$ cat src/rtl/conv_mac_pkg.sv
// Shared types and helpers for the convolution MAC pipeline: sideband tags,
// width helpers, the round/shift/saturate step and the parameter sanity check.
package conv_mac_pkg;

  // Width of the intermediate arithmetic used by the round/saturate step.
  localparam int CALC_W = 64;

  // Tags that travel alongside each product.
  typedef struct packed {
    logic vld;
    logic first;
    logic last;
  } side_t;

  // Rounded/saturated value plus saturation flag.
  typedef struct packed {
    logic signed [CALC_W-1:0] val;
    logic                     sat;
  } rss_t;

  function automatic int clog2(input int v);
    int r;
    r = 0;
    for (int i = 0; i < 31; i++)
      if ((1 << i) < v) r = i + 1;
    return r;
  endfunction

  // Round half up, arithmetic shift, then clamp (sat=1) or pass through
  // for truncation by the caller (sat=0).
  function automatic rss_t round_shift_sat(input logic signed [CALC_W-1:0] s,
                                           input int shift,
                                           input int out_width,
                                           input bit sat);
    logic signed [CALC_W-1:0] r, half, hi, lo;
    rss_t res;
    if (shift > 0) begin
      half = CALC_W'(1) <<< (shift - 1);
      r    = (s + half) >>> shift;
    end else begin
      r = s;
    end
    hi      = (CALC_W'(1) <<< (out_width - 1)) - CALC_W'(1);
    lo      = -(CALC_W'(1) <<< (out_width - 1));
    res.val = r;
    res.sat = 1'b0;
    if (sat) begin
      if (r > hi) begin
        res.val = hi;
        res.sat = 1'b1;
      end else if (r < lo) begin
        res.val = lo;
        res.sat = 1'b1;
      end
    end
    return res;
  endfunction

  // Legal configuration: accumulator can never overflow, output fits in the
  // accumulator, and the rounding add cannot overflow the calc width.
  function automatic bit cfg_ok(input int a_w, input int b_w, input int stages,
                                input int taps, input int acc_w, input int out_w);
    return (stages >= 1) && (taps >= 1) && (out_w >= 1) &&
           (acc_w >= a_w + b_w + clog2(taps)) &&
           (out_w <= acc_w) && (acc_w <= CALC_W - 2);
  endfunction

endpackage

$ cat src/rtl/conv_mac_mul_pipe.sv
// Signed A x B multiplier with NUM_STAGE output registers. Data registers
// carry no reset so the product path maps onto a DSP slice; only the
// valid/first/last sideband is reset and can be flushed.
module conv_mac_mul_pipe
  import conv_mac_pkg::*;
#(
  parameter int A_WIDTH   = 16,
  parameter int B_WIDTH   = 8,
  parameter int NUM_STAGE = 3
) (
  input  logic                              clk,
  input  logic                              reset,
  input  logic                              ce,
  input  logic                              flush,
  input  logic signed [A_WIDTH-1:0]         a,
  input  logic signed [B_WIDTH-1:0]         b,
  input  side_t                             side_in,
  output logic signed [A_WIDTH+B_WIDTH-1:0] p,
  output side_t                             side_out,
  output logic                              any_vld
);

  localparam int P_W = A_WIDTH + B_WIDTH;

  logic signed [P_W-1:0] p_pipe [1:NUM_STAGE];
  side_t [NUM_STAGE:1]   side_pipe;

  // Product shift register, enable only (no reset for DSP inference).
  always_ff @(posedge clk) begin
    if (ce) begin
      p_pipe[1] <= P_W'(a) * P_W'(b);
      for (int i = 2; i <= NUM_STAGE; i++) p_pipe[i] <= p_pipe[i-1];
    end
  end

  // Sideband shift register; flush drops every in-flight tag.
  always_ff @(posedge clk or posedge reset) begin
    if (reset) begin
      side_pipe <= '0;
    end else if (ce) begin
      if (flush) begin
        side_pipe <= '0;
      end else begin
        side_pipe[1] <= side_in;
        for (int i = 2; i <= NUM_STAGE; i++) side_pipe[i] <= side_pipe[i-1];
      end
    end
  end

  // Any product still travelling through the multiplier.
  always_comb begin
    any_vld = 1'b0;
    for (int i = 1; i <= NUM_STAGE; i++) any_vld = any_vld | side_pipe[i].vld;
  end

  assign p        = p_pipe[NUM_STAGE];
  assign side_out = side_pipe[NUM_STAGE];

endmodule

$ cat src/rtl/conv_mac_pipe.sv
// Pipelined signed MAC for the conv datapath: tags each accepted tap with its
// window position, multiplies, accumulates TAPS products and emits one
// rounded/shifted/saturated result per window.
// Pipeline: input reg -> NUM_STAGE mul regs -> acc/capture -> output reg.
module conv_mac_pipe
  import conv_mac_pkg::*;
#(
  parameter int A_WIDTH   = 16,
  parameter int B_WIDTH   = 8,
  parameter int NUM_STAGE = 3,
  parameter int TAPS      = 9,
  parameter int ACC_WIDTH = 32,
  parameter int OUT_WIDTH = 24,
  parameter int SHIFT     = 0,
  parameter int SAT       = 1
) (
  input  logic                        clk,
  input  logic                        reset,
  input  logic                        ce,
  input  logic                        in_valid,
  input  logic signed [A_WIDTH-1:0]   in_a,
  input  logic signed [B_WIDTH-1:0]   in_b,
  input  logic                        restart,
  output logic                        out_valid,
  output logic signed [OUT_WIDTH-1:0] out_data,
  output logic                        out_sat,
  output logic                        busy
);

  localparam int TAP_W = (TAPS > 1) ? clog2(TAPS) : 1;
  localparam int P_W   = A_WIDTH + B_WIDTH;

  if (!cfg_ok(A_WIDTH, B_WIDTH, NUM_STAGE, TAPS, ACC_WIDTH, OUT_WIDTH)) begin : g_bad_cfg
    $error("conv_mac_pipe: illegal parameter combination");
  end

  logic [TAP_W-1:0]         tap_idx, cur_idx;
  logic signed [A_WIDTH-1:0] a_r;
  logic signed [B_WIDTH-1:0] b_r;
  side_t                    in_side, m_side;
  logic signed [P_W-1:0]    p;
  logic                     m_any;
  logic signed [ACC_WIDTH-1:0] acc, acc_next, s_r;
  logic                     s_vld;
  rss_t                     rss;
  logic                     unused_hi;

  // Position of a tap accepted this cycle; restart forces a fresh window.
  always_comb begin
    cur_idx = restart ? '0 : tap_idx;
  end

  // Tap counter and input-stage sideband tags.
  always_ff @(posedge clk or posedge reset) begin
    if (reset) begin
      tap_idx <= '0;
      in_side <= '0;
    end else if (ce) begin
      in_side.vld   <= in_valid;
      in_side.first <= (cur_idx == '0);
      in_side.last  <= (cur_idx == TAP_W'(TAPS - 1));
      if (in_valid)
        tap_idx <= (cur_idx == TAP_W'(TAPS - 1)) ? '0 : cur_idx + TAP_W'(1);
      else
        tap_idx <= cur_idx;
    end
  end

  // Input operand registers (DSP A/B registers, no reset).
  always_ff @(posedge clk) begin
    if (ce && in_valid) begin
      a_r <= in_a;
      b_r <= in_b;
    end
  end

  conv_mac_mul_pipe #(
    .A_WIDTH  (A_WIDTH),
    .B_WIDTH  (B_WIDTH),
    .NUM_STAGE(NUM_STAGE)
  ) u_mul (
    .clk     (clk),
    .reset   (reset),
    .ce      (ce),
    .flush   (restart),
    .a       (a_r),
    .b       (b_r),
    .side_in (in_side),
    .p       (p),
    .side_out(m_side),
    .any_vld (m_any)
  );

  // Next accumulator value: a first-tagged product starts a new window.
  always_comb begin
    acc_next = m_side.first ? ACC_WIDTH'(p) : acc + ACC_WIDTH'(p);
  end

  // Accumulator and end-of-window capture.
  always_ff @(posedge clk or posedge reset) begin
    if (reset) begin
      acc   <= '0;
      s_r   <= '0;
      s_vld <= 1'b0;
    end else if (ce) begin
      if (m_side.vld && !restart) acc <= acc_next;
      s_vld <= m_side.vld && m_side.last && !restart;
      if (m_side.vld && m_side.last) s_r <= acc_next;
    end
  end

  // Round, shift and saturate the captured window sum.
  always_comb begin
    rss = round_shift_sat(CALC_W'(s_r), SHIFT, OUT_WIDTH, SAT != 0);
  end

  assign unused_hi = ^rss.val[CALC_W-1:OUT_WIDTH];

  // Output register; data and flag hold between result pulses.
  always_ff @(posedge clk or posedge reset) begin
    if (reset) begin
      out_valid <= 1'b0;
      out_data  <= '0;
      out_sat   <= 1'b0;
    end else if (ce) begin
      out_valid <= s_vld && !restart;
      if (s_vld && !restart) begin
        out_data <= rss.val[OUT_WIDTH-1:0];
        out_sat  <= rss.sat;
      end
    end
  end

  // Anything partially accumulated or still in flight.
  always_comb begin
    busy = (tap_idx != '0) | in_side.vld | m_any | s_vld;
  end

endmodule

$ cat config.mk
export PLATFORM = sky130hd
export DESIGN_NAME = conv_mac_pipe
export DESIGN_NICKNAME = d
export VERILOG_FILES = /design/src/rtl/conv_mac_pkg.sv /design/src/rtl/conv_mac_mul_pipe.sv /design/src/rtl/conv_mac_pipe.sv
export SDC_FILE = /design/constraint.sdc
export NUM_CORES = 1
export LEC_CHECK = 0
export BUFFER_PORTS_ARGS = -buffer_cell sky130_fd_sc_hd__buf_2
export CAP_MARGIN = 20
export CELL_PAD_IN_SITES_DETAIL_PLACEMENT = 2
export CELL_PAD_IN_SITES_GLOBAL_PLACEMENT = 2
export CORE_UTILIZATION = 42
export DETAILED_ROUTE_END_ITERATION = 7
export HOLD_SLACK_MARGIN = 0.15
export PLACE_DENSITY_LB_ADDON = 0.12
export SYNTH_ARGS = -nofsm -noshare
export SYNTH_HDL_FRONTEND = slang
export SYNTH_SLANG_ARGS = --single-unit
$ cat constraint.sdc
create_clock -name clk -period 5.8 [get_ports clk]
set_input_delay 0.87 -clock clk [delete_from_list [all_inputs] [get_ports clk]]
set_output_delay 0.87 -clock clk [all_outputs]
set_load 0.05 [all_outputs]
### Yosys cells after proc, flatten, opt, wreduce, memory -nomap -nowiden

Memories as Yosys holds them, arrays and structs flattened.
Cells that the tools add are included.
W data, S select, Z words.

* bitwise logic cells: 5
* multiply operators: 1
* $lt $le $gt $ge: 2
* add/subtract/negate cells: 2
* reductions and logical operators: 11
* muxes and demuxes: 9
* eq/ne operators: 1

Operators by type and width (number)
* $mux W25: 2
* $add A32 B24 Y32: 1
* $gt A32 B24 Y1 const B: 1
* $lt A32 B24 Y1 const B: 1
* $mux W32: 1
* $mul A16 B8 Y24: 1
* $mux W4: 3
* $mux W9: 1
* $reduce_and A2 Y1: 3
* $logic_and A1 B1 Y1: 5
* $or A1 B1 Y1: 5
* $add A4 B1 Y4 const B: 1
* $eq A4 B4 Y1 const B: 1
* $logic_not A4 Y1: 1
* $reduce_bool A4 Y1: 1
* $mux W1: 2
* $logic_not A1 Y1: 1

* RAM bits: 72
* output and inout port bits: 27
* bits of input ports: 29
* logic and storage cells: 53
* bits in registers: 131
* memories: 1

Memories
* u_mul.p_pipe: depth 3, width 24, rd ports 3, clocked after memory_dff 0, write ports 3, RTL line conv_mac_mul_pipe.sv:25 `logic signed [P_W-1:0] p_pipe [1:NUM_STAGE];`

### Longest topological paths before layout

Gate-level depths: netlist of run 1.

* word-level depth: 4
* mapped depth: 20
* depth with buffers taken out: 19

### Hierarchy

From an unflattened synthesis of run 1, not the netlist that was laid out.

* cell total of the unflattened synthesis: 1317
* area total of the unflattened synthesis: 13708.1 µm²

Modules (own cells, without submodules)
* conv_mac_mul_pipe: sequential area each 2387.3 µm², cells an instance 651, instances 1, area each 7274.5 µm²
* conv_mac_pipe: sequential area each 3173.0 µm², cells an instance 666, instances 1, area each 6433.7 µm²

### Least setup slack after synthesis of run 1

No wires, ideal clock.

* kind: reg-to-reg
* start: register b_r[7]
* end: register u_mul.p_pipe[0][46] (netlist name)
* clock period less this slack: 5084 ps
* arrival time: 4827 ps
* data required time: 5542 ps
* path buffers: 1
* library setup time: 258 ps
* slack: 716 ps
* cell stages (with the launch flop): 18
* cells stage by stage: edfxtp_1 > inv_1 > clkbuf_1 > nor2_1 > fa_1 > fa_1 > fa_1 > inv_1 > fa_1 > inv_1 > ha_1 > a21o_1 > a21o_1 > or3_1 > or3_1 > a31o_1 > a21oi_2 > xnor2_1

RTL lines
* start, declared: RTL line conv_mac_pipe.sv:39 `logic signed [B_WIDTH-1:0] b_r;`
* start signal, assigned: RTL line conv_mac_pipe.sv:73 `b_r <= in_b;`

==> results.md, run 1 <==
* Worst-margin pin slew at ~0.84 ns
* Num CTS Buffers at 24
* Netlist Area Pre-Place at approximately 14000 um^2
* Largest stage delay on the critical path at around 0.69 ns
* Critical Path RT at between 6 and 7 ns
* Max Cap Viol at 0
* WL final at 34490 um
* # hold bufs at CTS at 0
* Gr ovfl total at 0
* Register area at approximately 5600 um^2
* CP startpoint: b_r[3]$_DFFE_PP_
* Hold Path Class: reg2reg
* DR vias/cell at about 5.2
* Critical-path cell list: nand2_1 > fa_1 > fa_1 > inv_1 > fa_1 > inv_1 > fa_1 > inv_1 > ha_1 > o21ai_0 > o21ai_1 > nand3_1 > o211ai_1 > o41ai_2 > o2111ai_1 > a21oi_1 > xnor2_1
* Fin Hold WS at approximately 0.40 ns
* Post-route ant nets at 0
* CP startpoint kind: flop
* EDFF count, synth at 96
* Fmax at between 150 and 200 MHz
* Average size of a mapped cell at just over 10 um^2
* DP Wirelength at about 26000 um
* Post-CTS resize count at 0
* Ports at 56
* First-pass GRT wire length at 58590 um
* Synth async-reset ratio at a little over half
* CTS tree: yes
* Reported leakage power at about 0.0070 uW
* Post-synthesis sequential area ratio at between 40% and 50%
* Setup violations, final at 0
* Mapped Cells at approximately 1300
* Placed cell area at between 10000 and 15000 um^2
* Main flop type after synthesis: dfrtp_1
* Setup TNS at 0 ns
* Via count at approximately 9500
* Die area at about 33000 um^2
* Setup crit end kind: flop
* Post-CTS Setup Inserts at 0
* Chip width at between 150 and 200 um
* Tot GR Track Use at 22.07%
* Die Y at 182.5 um
* Starting density of the core at between 40% and 50%
* Most used cell, CP: fa_1
* Final #Nets at ~1600
* Slew headroom at a little over two fifths
* Area delta synth->final at 10.70%
* CTS clk-pin slew, worst paths at about 0.060 ns
* Final min period at 5.500 ns
* RSZ-0062 raised after global routing: no
* # rows at between 60 and 70
* Vias in the first global route at approximately 11000
* Port Buf Inserts at 55
* Clock Tree Buf Depth at 3
* Placed cell count at ~1800
* # fillers at 3341
* Post-synth cell types at 70
* Slowest cell on crit path: edfxtp_1
* RR Startpoint: b_r[3]$_DFFE_PP_
* Critical path fanouts, max at 16
* Pwr Density at between 500 and 600 nW/um^2
* H-Tree Depth at 1
* Worst Setup Path Type: reg2reg
* Number of warnings printed during yosys synthesis at 0
* DRC Markers at 0
* DP Worst Slack at ~0.32 ns
* RePlAce Congestion at just over 0.8
* Non-filler instance count after layout at ~1800
* Final Hold Viols at 0
* Final worst slack at 0.3000 ns
* Final worst path period share at a little over nine tenths
* DR pass1 iterations at 4
* Post-Layout Inst Area at roughly 15000 um^2
* Clock root buffer: clkbuf_16
* Status: completed
* Initial antenna violation count at 0
* Wire length per cell at around 19 um
* Yosys reg bits at around 200
* Initial drt markers at about 330
* Syn Nets at 1552
* Hold_sp: u_mul.p_pipe[0][42]$_DFFE_PP_
* Arr. time, crit path at about 5.8 ns
* Layout Skew at approximately 0.024 ns
* Maximum number of pins on one net before global-route repair at 66
* Multi-input logic area at slightly above 7000 um^2
* Share of layout cells above drive strength 1 at 9.344%
* Final Max Slew Viols at 0
* Max IR drop VDD at approximately 0.26 mV
* N_diodes at 0
* CTS sink count at roughly 200
* Core area at between 30000 and 40000 um^2
* Clock Latency Late Sink at ~0.54 ns
[layer usage]
layer	wire length (um)	GRT usage (%)
met4	746	5.412
met5	0	0
met1	15340	27.93
met3	667	1.936
met2	17730	40.47
[placed cells by master (no fill, tap or decap), types with 14 or more instances in the layout]
cell type  count
a21o_1        27
a21oi_1       69
and2_1        83
buf_2         54
clkbuf_16     24
dfrtp_1      107
edfxtp_1      96
fa_1         104
ha_1          78
inv_1        173
nand2_1      156
nand2b_1      14
nand3_1       22
nor2_1        49
nor3_1        16
o21ai_0      108
xnor2_1       27
xor2_1        19
[synth_stat cells, types with 23 or more instances]
master	instances	area [um^2]
xnor2_1	27	236.5
nor2_1	49	183.9
nand2_1	156	585.6
clkbuf_1	41	153.9
edfxtp_1	96	2883
o21ai_0	108	540.5
inv_1	174	653.1
fa_1	104	2082
a21o_1	27	202.7
nand3_1	23	115.1
and2_1	83	519.3
a21oi_1	69	345.3
dfrtp_1	107	2678
ha_1	78	975.9
[per-stage QoR]
stage	power, uW	utilization [%]
after floorplan	5137	-
after global placement	5854	45.14
after detailed placement	6212	45.21
after CTS	7800	47.62
after global routing	8316	47.62
final	7675	47.62
[report_power, final]
group	internal, uW	switching (uW)
logic	1610	2410
registers	1990	206
clock network	832	629
[worst max-delay path: cells and delay by family (launching register included)]
family	cells	cell delay [ns]
fa+ha+maj	5	2.43
flops	1	0.69
buf+inv	3	0.18
simple gates	2	0.30
xor+xnor	1	0.08
compound gates	6	1.54
[cell type report]
cell class,count,share of cell area [%]
clock inverters,11,0.5454
inverters,174,4.330
multi-input cells,914,47.78
repair buffers,67,2.512
well taps,435,3.594
clock buffers,33,4.520
flip-flops and latches,203,36.72
[flip-flops by register name, summed over array words and instances, names as in the netlist]
signal / cells
u_mul.side_out: 3
u_mul.side_pipe: 6
tap_idx: 4
s_r: 32
b_r: 8
out_sat: 1
out_valid: 1
out_data: 24
a_r: 16
u_mul.p_pipe: 72
in_side: 3
acc: 32
s_vld: 1
[worst paths after layout]
check	end	slack (ns)	cells after the start
max in group asynchronous	u_mul.side_pipe[2]$_DFFE_PP0P_	4.13	3
max reg2reg	u_mul.p_pipe[0][47]$_DFFE_PP_	0.30	17
max	u_mul.p_pipe[0][47]$_DFFE_PP_	0.30	17
min	u_mul.p_pipe[0][66]$_DFFE_PP_	0.40	0
min reg2reg	u_mul.p_pipe[0][66]$_DFFE_PP_	0.40	0
min in group asynchronous	out_data[1]$_DFFE_PP0P_	0.44	2
[kinds of logic (layout without fill, tap and decap cells)]
family / count (synthesis) / in the layout / share of synthesized area, %
xor+xnor: 46 / 46 / 2.946
mux: 15 / 15 / 1.143
simple gates: 383 / 383 / 13.58
flops: 203 / 203 / 40.65
buf+inv: 224 / 285 / 6.495
fa+ha+maj: 182 / 182 / 22.36
compound gates: 288 / 288 / 12.82
Power figures use the tool's default switching activity.
==> inputs of run 2 (changes only) <==
--- a/config.mk
+++ b/config.mk
@@ -5,14 +5,16 @@
 export SDC_FILE = /design/constraint.sdc
 export NUM_CORES = 1
 export LEC_CHECK = 0
+export ABC_AREA = 1
 export BUFFER_PORTS_ARGS = -buffer_cell sky130_fd_sc_hd__buf_2
 export CAP_MARGIN = 20
 export CELL_PAD_IN_SITES_DETAIL_PLACEMENT = 2
 export CELL_PAD_IN_SITES_GLOBAL_PLACEMENT = 2
-export CORE_UTILIZATION = 42
+export CORE_UTILIZATION = 38
 export DETAILED_ROUTE_END_ITERATION = 7
 export HOLD_SLACK_MARGIN = 0.15
 export PLACE_DENSITY_LB_ADDON = 0.12
 export SYNTH_ARGS = -nofsm -noshare
 export SYNTH_HDL_FRONTEND = slang
+export SYNTH_HIERARCHICAL = 1
 export SYNTH_SLANG_ARGS = --single-unit
==> run 2 against run 1 <==
  * Clock skew rose by 0.0016 ns
  * Synthesized area rose by 12%
  * Highest routed layer unchanged
  * Maximum frequency is 11% higher
  * Flip-flop and latch count unchanged
  * Largest power group unchanged
  * Via count is 27% higher
  * Register-to-register slack better by 0.55 ns
  * Sequential power is essentially flat
  * Setup slack gained 0.55 ns
  * Clock-buffer cell count shrank 1
  * Wire length is 28% higher
  * Non-clock buffer count decreased by 2
  * Critical path depth is 1 lower
==> results.md, run 2 <==
* Status: completed
* Combinational share of power at about 58%
* Reported leakage power at between 0.009 and 0.01 uW
* CTS tree: yes
* # fillers at approximately 4600
* DRC Markers at 0
* Post-CTS Setup Inserts at 0
* Register area at between 5000 and 6000 um^2
* Clock Latency Late Sink at ~0.55 ns
* Post-synth cell types at 37
* Yosys top cell area share at a little under a fifth
* DR pass1 iterations at 4
* Critical Path RT at roughly 6.1 ns
* Final min period at 4.947 ns
* CP startpoint kind: flop
* Setup TNS at 0 ns
* Vias in the first global route at between 10000 and 15000
* Clock Tree Buf Depth at 3
* Pwr Density at roughly 530 nW/um^2
* Biggest area consumer among synthesized cells: edfxtp_1
* CTS sink count at roughly 200
* Layout Skew at around 0.025 ns
* # rows at 73
* Area delta synth->final at 9.070%
* DR vias/cell at 4.832
* Final Hold Viols at 0
* Clk network pwr share at 17.2%
* Multi-input logic area at ~7700 um^2
* RSZ-0062 raised after global routing: no
* Port Buf Inserts at 55
* Most common cell after layout, fill and taps aside: nand2_1
* Core area at slightly below 40000 um^2
* Max Cap Viol at 0
* H-Tree Depth at 1
* Commonest cells in the synthesized netlist: 688 x nand2_1, 422 x inv_1, 107 x dfrtp_1, 104 x fa_1, 96 x edfxtp_1
* N_diodes at 0
* Average size of a mapped cell at approximately 8 um^2
* Pint at around 4600 uW
* Netlist Area Pre-Place at approximately 15000 um^2
* Worst-margin pin slew at between 0.9 and 1 ns
* Num CTS Buffers at 25
* Worst Setup Path Type: reg2reg
* Switching Share at roughly half
* Post-synthesis sequential area ratio at a little over a third
* Mux cell area share after synthesis at 0%
* Compound-Gate Fraction of Synth Area at under 10%
* Initial antenna violation count at 0
* Yosys reg bits at around 200
* Chip width at just over 200 um
* Post-route ant nets at 0
* Clock root buffer: clkbuf_16
* Adder-cell share of the synthesized area at approximately 20%
* Slew headroom at roughly a third
* RePlAce Congestion at between 0.8 and 0.9
* Main flop type after synthesis: dfrtp_1
* Setup violations, final at 0
* Gr ovfl total at 0
* Ports at 56
* Reg power frac at 24.7%
* Syn Nets at 2173
* R2R Setup Slk at 0.85 ns
* CTS clk-pin slew, worst paths at roughly 0.060 ns
* Final worst path period share at roughly 85%
* Biggest register: u_mul/p_pipe
* Fin Hold WS at between 0.3 and 0.4 ns
* WL final at between 40000 and 50000 um
* Hold Path Class: in2async
* Tot GR Track Use at 22.56%
* DP Wirelength at 35900 um
* Post-CTS resize count at 0
* FF-to-FF path depth at 16
* Critical path fanouts, max at 16
* Synth async-reset ratio at between 50 and 60%
* Xor-xnor portion of the synthesized cell area at around 1.1%
* First-pass GRT wire length at between 70000 and 80000 um
* Combinational family with the most area after synthesis: simple AND/OR/NAND/NOR gates
* RR Startpoint: b_r[2]$_DFFE_PP_
* Die area at a little over 40000 um^2
* Starting density of the core at approximately 39%
* Die Y at 202.7 um
* Most numerous cell in the Yosys netlist: nand2_1
* Initial drt markers at ~360
* Net Sw Power at ~4300 uW
* Final Max Slew Viols at 0
* Via count at 12140
* Commonest cells after routing, fill and taps aside: 688 x nand2_1, 421 x inv_1, 107 x dfrtp_1
* Maximum number of pins on one net before global-route repair at 65
* Number of warnings printed during yosys synthesis at 6
* Arr. time, crit path at 5.23 ns
* # hold bufs at CTS at 0
* Final #Nets at 2181
* EDFF count, synth at between 90 and 100
* Wire length per cell at ~18 um
* Mapped Cells at around 2000
* Largest cells by area after synthesis: edfxtp_1 19%, dfrtp_1 17%, nand2_1 17%
* Top flop regs: u_mul/p_pipe (72), acc (32), s_r (32)
* Share of layout cells above drive strength 1 at 8.300%
* Reg-to-Reg End: u_mul/p_pipe[0][23]$_DFFE_PP_
* Max reg flops at 72
* Setup crit end kind: flop
* Fmax at 202.2 MHz
* Post-synthesis simple-gate area fraction at between 20% and 30%
* Final Core Density at 42.03%
* Max IR drop VDD at ~0.31 mV
[run 2: cell types whose count changed after synthesis, moves of 36 or more]
cell / change
nand3_1: +56
o21ai_0: -56
nand2_1: +532
a21oi_1: -36
inv_1: +248
nor2_1: +41
and2_1: -83
[run 2: routing by layer]
metal	GRT usage [%]	part of all wire [%]
met4	8.942	4.2
met1	26.07	42
met3	2.215	1.9
met2	42.43	52
met5	0	0
[run 2: cell families (layout without fill, tap and decap cells)]
kind of cell | count (synthesis) | count (layout)
compound gates | 123 | 123
xor+xnor | 20 | 20
fa+ha+maj | 182 | 182
buf+inv | 514 | 540
flops | 203 | 203
simple gates | 920 | 920
[run 2: worst max path at each step]
stage / start / cells after the start / to / slack (ns)
after CTS: b_r[2]$_DFFE_PP_ / 16 / u_mul/p_pipe[0][23]$_DFFE_PP_ / 0.84
after global routing: b_r[2]$_DFFE_PP_ / 16 / u_mul/p_pipe[0][23]$_DFFE_PP_ / 0.50
final: b_r[2]$_DFFE_PP_ / 16 / u_mul/p_pipe[0][23]$_DFFE_PP_ / 0.85
after global placement: b_r[2]$_DFFE_PP_ / 17 / u_mul/p_pipe[0][20]$_DFFE_PP_ / 0.99
after detailed placement: b_r[2]$_DFFE_PP_ / 17 / u_mul/p_pipe[0][20]$_DFFE_PP_ / 0.83
after floorplan: b_r[2]$_DFFE_PP_ / 18 / u_mul/p_pipe[0][23]$_DFFE_PP_ / 1.27
[run 2: power by group through the flow]
stage,clock [uW],combinational [uW],sequential [uW]
finish,1530,5170,2200
global route,1630,5910,2230
floorplan,0,3720,2170
global placement,0,5020,2200
CTS,1590,5310,2200
detailed placement,0,5270,2230
[run 2: area by class of cell]
class	count	area share, %
clock buffer	32	4.083
clock inverter	13	0.6743
multi-input combinational	1245	46.10
timing repair buffer	65	2.233
tap	525	3.933
sequential	203	33.29
inverter	430	9.679
[run 2: worst max-delay path, stage by stage (launching register included)]
cell      delay (ns)
edfxtp_1        0.75
nand2_1         0.29
fa_1            0.66
inv_1           0.18
fa_1            0.53
fa_1            0.55
inv_1           0.05
fa_1            0.53
inv_1           0.04
ha_1            0.39
nand2_1         0.12
inv_2           0.07
nand3_1         0.10
nor2_2          0.17
nand2_1         0.09
nand4_1         0.09
nand2_1         0.06
[run 2: stage by stage]
step                      setup slack (ns)  total power, uW  area, um^2  instances
after CTS                           0.8410             9105       16700       2513
after global routing                0.4961             9769       16700       2513
after floorplan                      1.269             5895       15310       1962
after detailed placement            0.8296             7497       15910       2468
final                               0.8534             8903       16700       2513
after global placement              0.9912             7215       15880       2467
==> inputs of run 3 (changes only) <==
--- a/config.mk
+++ b/config.mk
@@ -10,6 +10,7 @@
 export CAP_MARGIN = 20
 export CELL_PAD_IN_SITES_DETAIL_PLACEMENT = 2
 export CELL_PAD_IN_SITES_GLOBAL_PLACEMENT = 2
+export CORE_ASPECT_RATIO = 1.75
 export CORE_UTILIZATION = 38
 export DETAILED_ROUTE_END_ITERATION = 7
 export HOLD_SLACK_MARGIN = 0.15
==> run 3 against run 2 <==
  * Global-route usage is 0.95 points higher
  * Critical path depth is 1 higher
  * Flip-flop and latch count stayed put
  * Combinational power hardly changed
  * Hold slack better by 0.013 ns
  * Sequential share of layout area is 0.26 points higher
==> results.md, run 3 (synthesis results as in run 2) <==
* Status: completed
* WL final at around 46000 um
* Biggest register: u_mul/p_pipe
* CTS sink count at about 200
* Setup TNS at 0 ns
* Core area at between 30000 and 40000 um^2
* Slowest cell on crit path: edfxtp_1
* Initial antenna violation count at 0
* Max Cap Viol at 0
* Initial drt markers at about 340
* Clock root buffer: clkbuf_16
* Gr ovfl total at 0
* Ports at 56
* Reg-to-Reg End: u_mul/p_pipe[0][23]$_DFFE_PP_
* Arr. time, crit path at between 5 and 6 ns
* Via count at between 10000 and 15000
* Slew headroom at between 30% and 40%
* Starting density of the core at around two fifths
* Net Sw Power at between 4000 and 5000 uW
* Crit path max-delay family: adder cells
* N_diodes at 0
* Placed cell area at 15860 um^2
* DRC Markers at 0
* # hold bufs at CTS at 0
* Final #Nets at 2180
* Combinational share of power at between 50% and 60%
* Num CTS Buffers at 22
* Reported leakage power at ~0.0093 uW
* Post-CTS Setup Inserts at 0
* Commonest cells after routing, fill and taps aside: 688 x nand2_1, 421 x inv_1, 107 x dfrtp_1
* Port Buf Inserts at between 50 and 60
* Hold Path Class: in2async
* CTS tree: yes
* # rows at 96
* CP startpoint kind: flop
* Largest stage delay on the critical path at about 0.75 ns
* Switching Share at about half
* RR Startpoint: b_r[3]$_DFFE_PP_
* Final worst path period share at roughly 85%
* Wire length per cell at ~19 um
* Pint at between 4000 and 5000 uW
* Vias in the first global route at 14460
* RSZ-0062 raised after global routing: no
* DP Wirelength at approximately 38000 um
* Final Max Slew Viols at 0
* Top flop regs: u_mul/p_pipe (72), acc (32), s_r (32)
* Fmax at ~200 MHz
* Reg power frac at 25.1%
* Most common cell after layout, fill and taps aside: nand2_1
* Die area at ~41000 um^2
* FF-to-FF path depth at 17
* Worst path bufs/invs at 4
* Post-route ant nets at 0
* R2R Setup Slk at 0.87 ns
* RePlAce Congestion at between 0.8 and 0.9
* Worst-margin pin slew at 1.017 ns
* Clk network pwr share at between 15 and 20%
* Chip width at approximately 150 um
* First-pass GRT wire length at ~75000 um
* Max reg flops at 72
* Area delta synth->final at 8.220%
* Pwr Density at roughly 530 nW/um^2
* DR vias/cell at ~5
* Layout Skew at ~0.016 ns
* Die Y at approximately 270 um
* Critical-path cell list: nand2_1 > fa_1 > inv_1 > fa_1 > fa_1 > inv_1 > fa_1 > inv_1 > ha_1 > nand2_1 > inv_2 > nand3_1 > a21oi_1 > nor2_1 > nand3_1 > nand2_1 > nand2_1
* Post-CTS resize count at 0
* Final min period at 4.934 ns
* Worst Setup Path Type: reg2reg
* Tot GR Track Use at approximately a quarter
* Clock Tree Buf Depth at 3
* Final Hold Viols at 0
* Clock Latency Late Sink at about 0.53 ns
* Max IR drop VDD at 0.2611 mV
* Setup violations, final at 0
* Maximum number of pins on one net before global-route repair at 62
* Critical path fanouts, max at 16
* Setup crit end kind: flop
* Share of layout cells above drive strength 1 at just over 8%
* Post-Layout Inst Area at roughly 17000 um^2
* H-Tree Depth at 1
* Critical Path RT at slightly above 6 ns
* DR pass1 iterations at 4
* CTS clk-pin slew, worst paths at 0.07 ns
-- run 3: changes by cell type in the layout (fill, tap and decap cells not counted), sizes merged --
cell | previous run | this run
clkinvlp | 2 | 0
clkinv | 8 | 10
buf | 65 | 67
clkbuf | 32 | 29
inv | 432 | 430
-- run 3: per-stage QoR --
stage | worst slack [ns] | utilization, % | power [uW] | hold WS (ns) | std cells
2_1_floorplan | 1.269 | - | 5895 | 0.4003 | 1962
3_3_place_gp | 0.9814 | 40.14 | 7212 | 0.4009 | 2435
3_5_place_dp | 0.7755 | 40.14 | 7495 | 0.4065 | 2435
4_1_cts | 0.7820 | 41.93 | 8984 | 0.3240 | 2475
5_1_grt | 0.5419 | 41.93 | 9613 | 0.3634 | 2475
6_report | 0.8665 | 41.93 | 8788 | 0.3338 | 2475
-- run 3: worst max path at each step --
stage	from	end	slack, ns	depth (start not counted)
finish	b_r[3]$_DFFE_PP_	u_mul/p_pipe[0][23]$_DFFE_PP_	0.87	17
global route	b_r[3]$_DFFE_PP_	u_mul/p_pipe[0][20]$_DFFE_PP_	0.54	17
CTS	b_r[3]$_DFFE_PP_	u_mul/p_pipe[0][21]$_DFFE_PP_	0.78	17
detailed placement	b_r[3]$_DFFE_PP_	u_mul/p_pipe[0][23]$_DFFE_PP_	0.78	17
global placement	b_r[3]$_DFFE_PP_	u_mul/p_pipe[0][22]$_DFFE_PP_	0.98	15
floorplan	b_r[2]$_DFFE_PP_	u_mul/p_pipe[0][23]$_DFFE_PP_	1.27	18
-- run 3: layer usage --
layer  global-route usage [%]  vias up  wire length (um)
li1                         -     5871                 -
met2                    49.19      131             27350
met4                    12.00        0              2329
met1                    22.34     6229             16070
met5                        0        -                 0
met3                    1.521       97               600
-- run 3: power groups by stage --
stage / logic (uW) / registers, uW / clock network, uW
6_report: 5170 / 2200 / 1410
3_5_place_dp: 5260 / 2230 / 0
4_1_cts: 5320 / 2210 / 1460
5_1_grt: 5890 / 2240 / 1490
3_3_place_gp: 5010 / 2200 / 0
2_1_floorplan: 3720 / 2170 / 0
-- run 3: layout make-up --
type                    count  area, um^2
repair buffers             67       367.9
inverters                 430        1617
well taps                 490       613.1
clock inverters            11       81.33
fillers                  4628       22950
flip-flops and latches    203        5560
multi-input cells        1245        7704
clock buffers              29       628.1
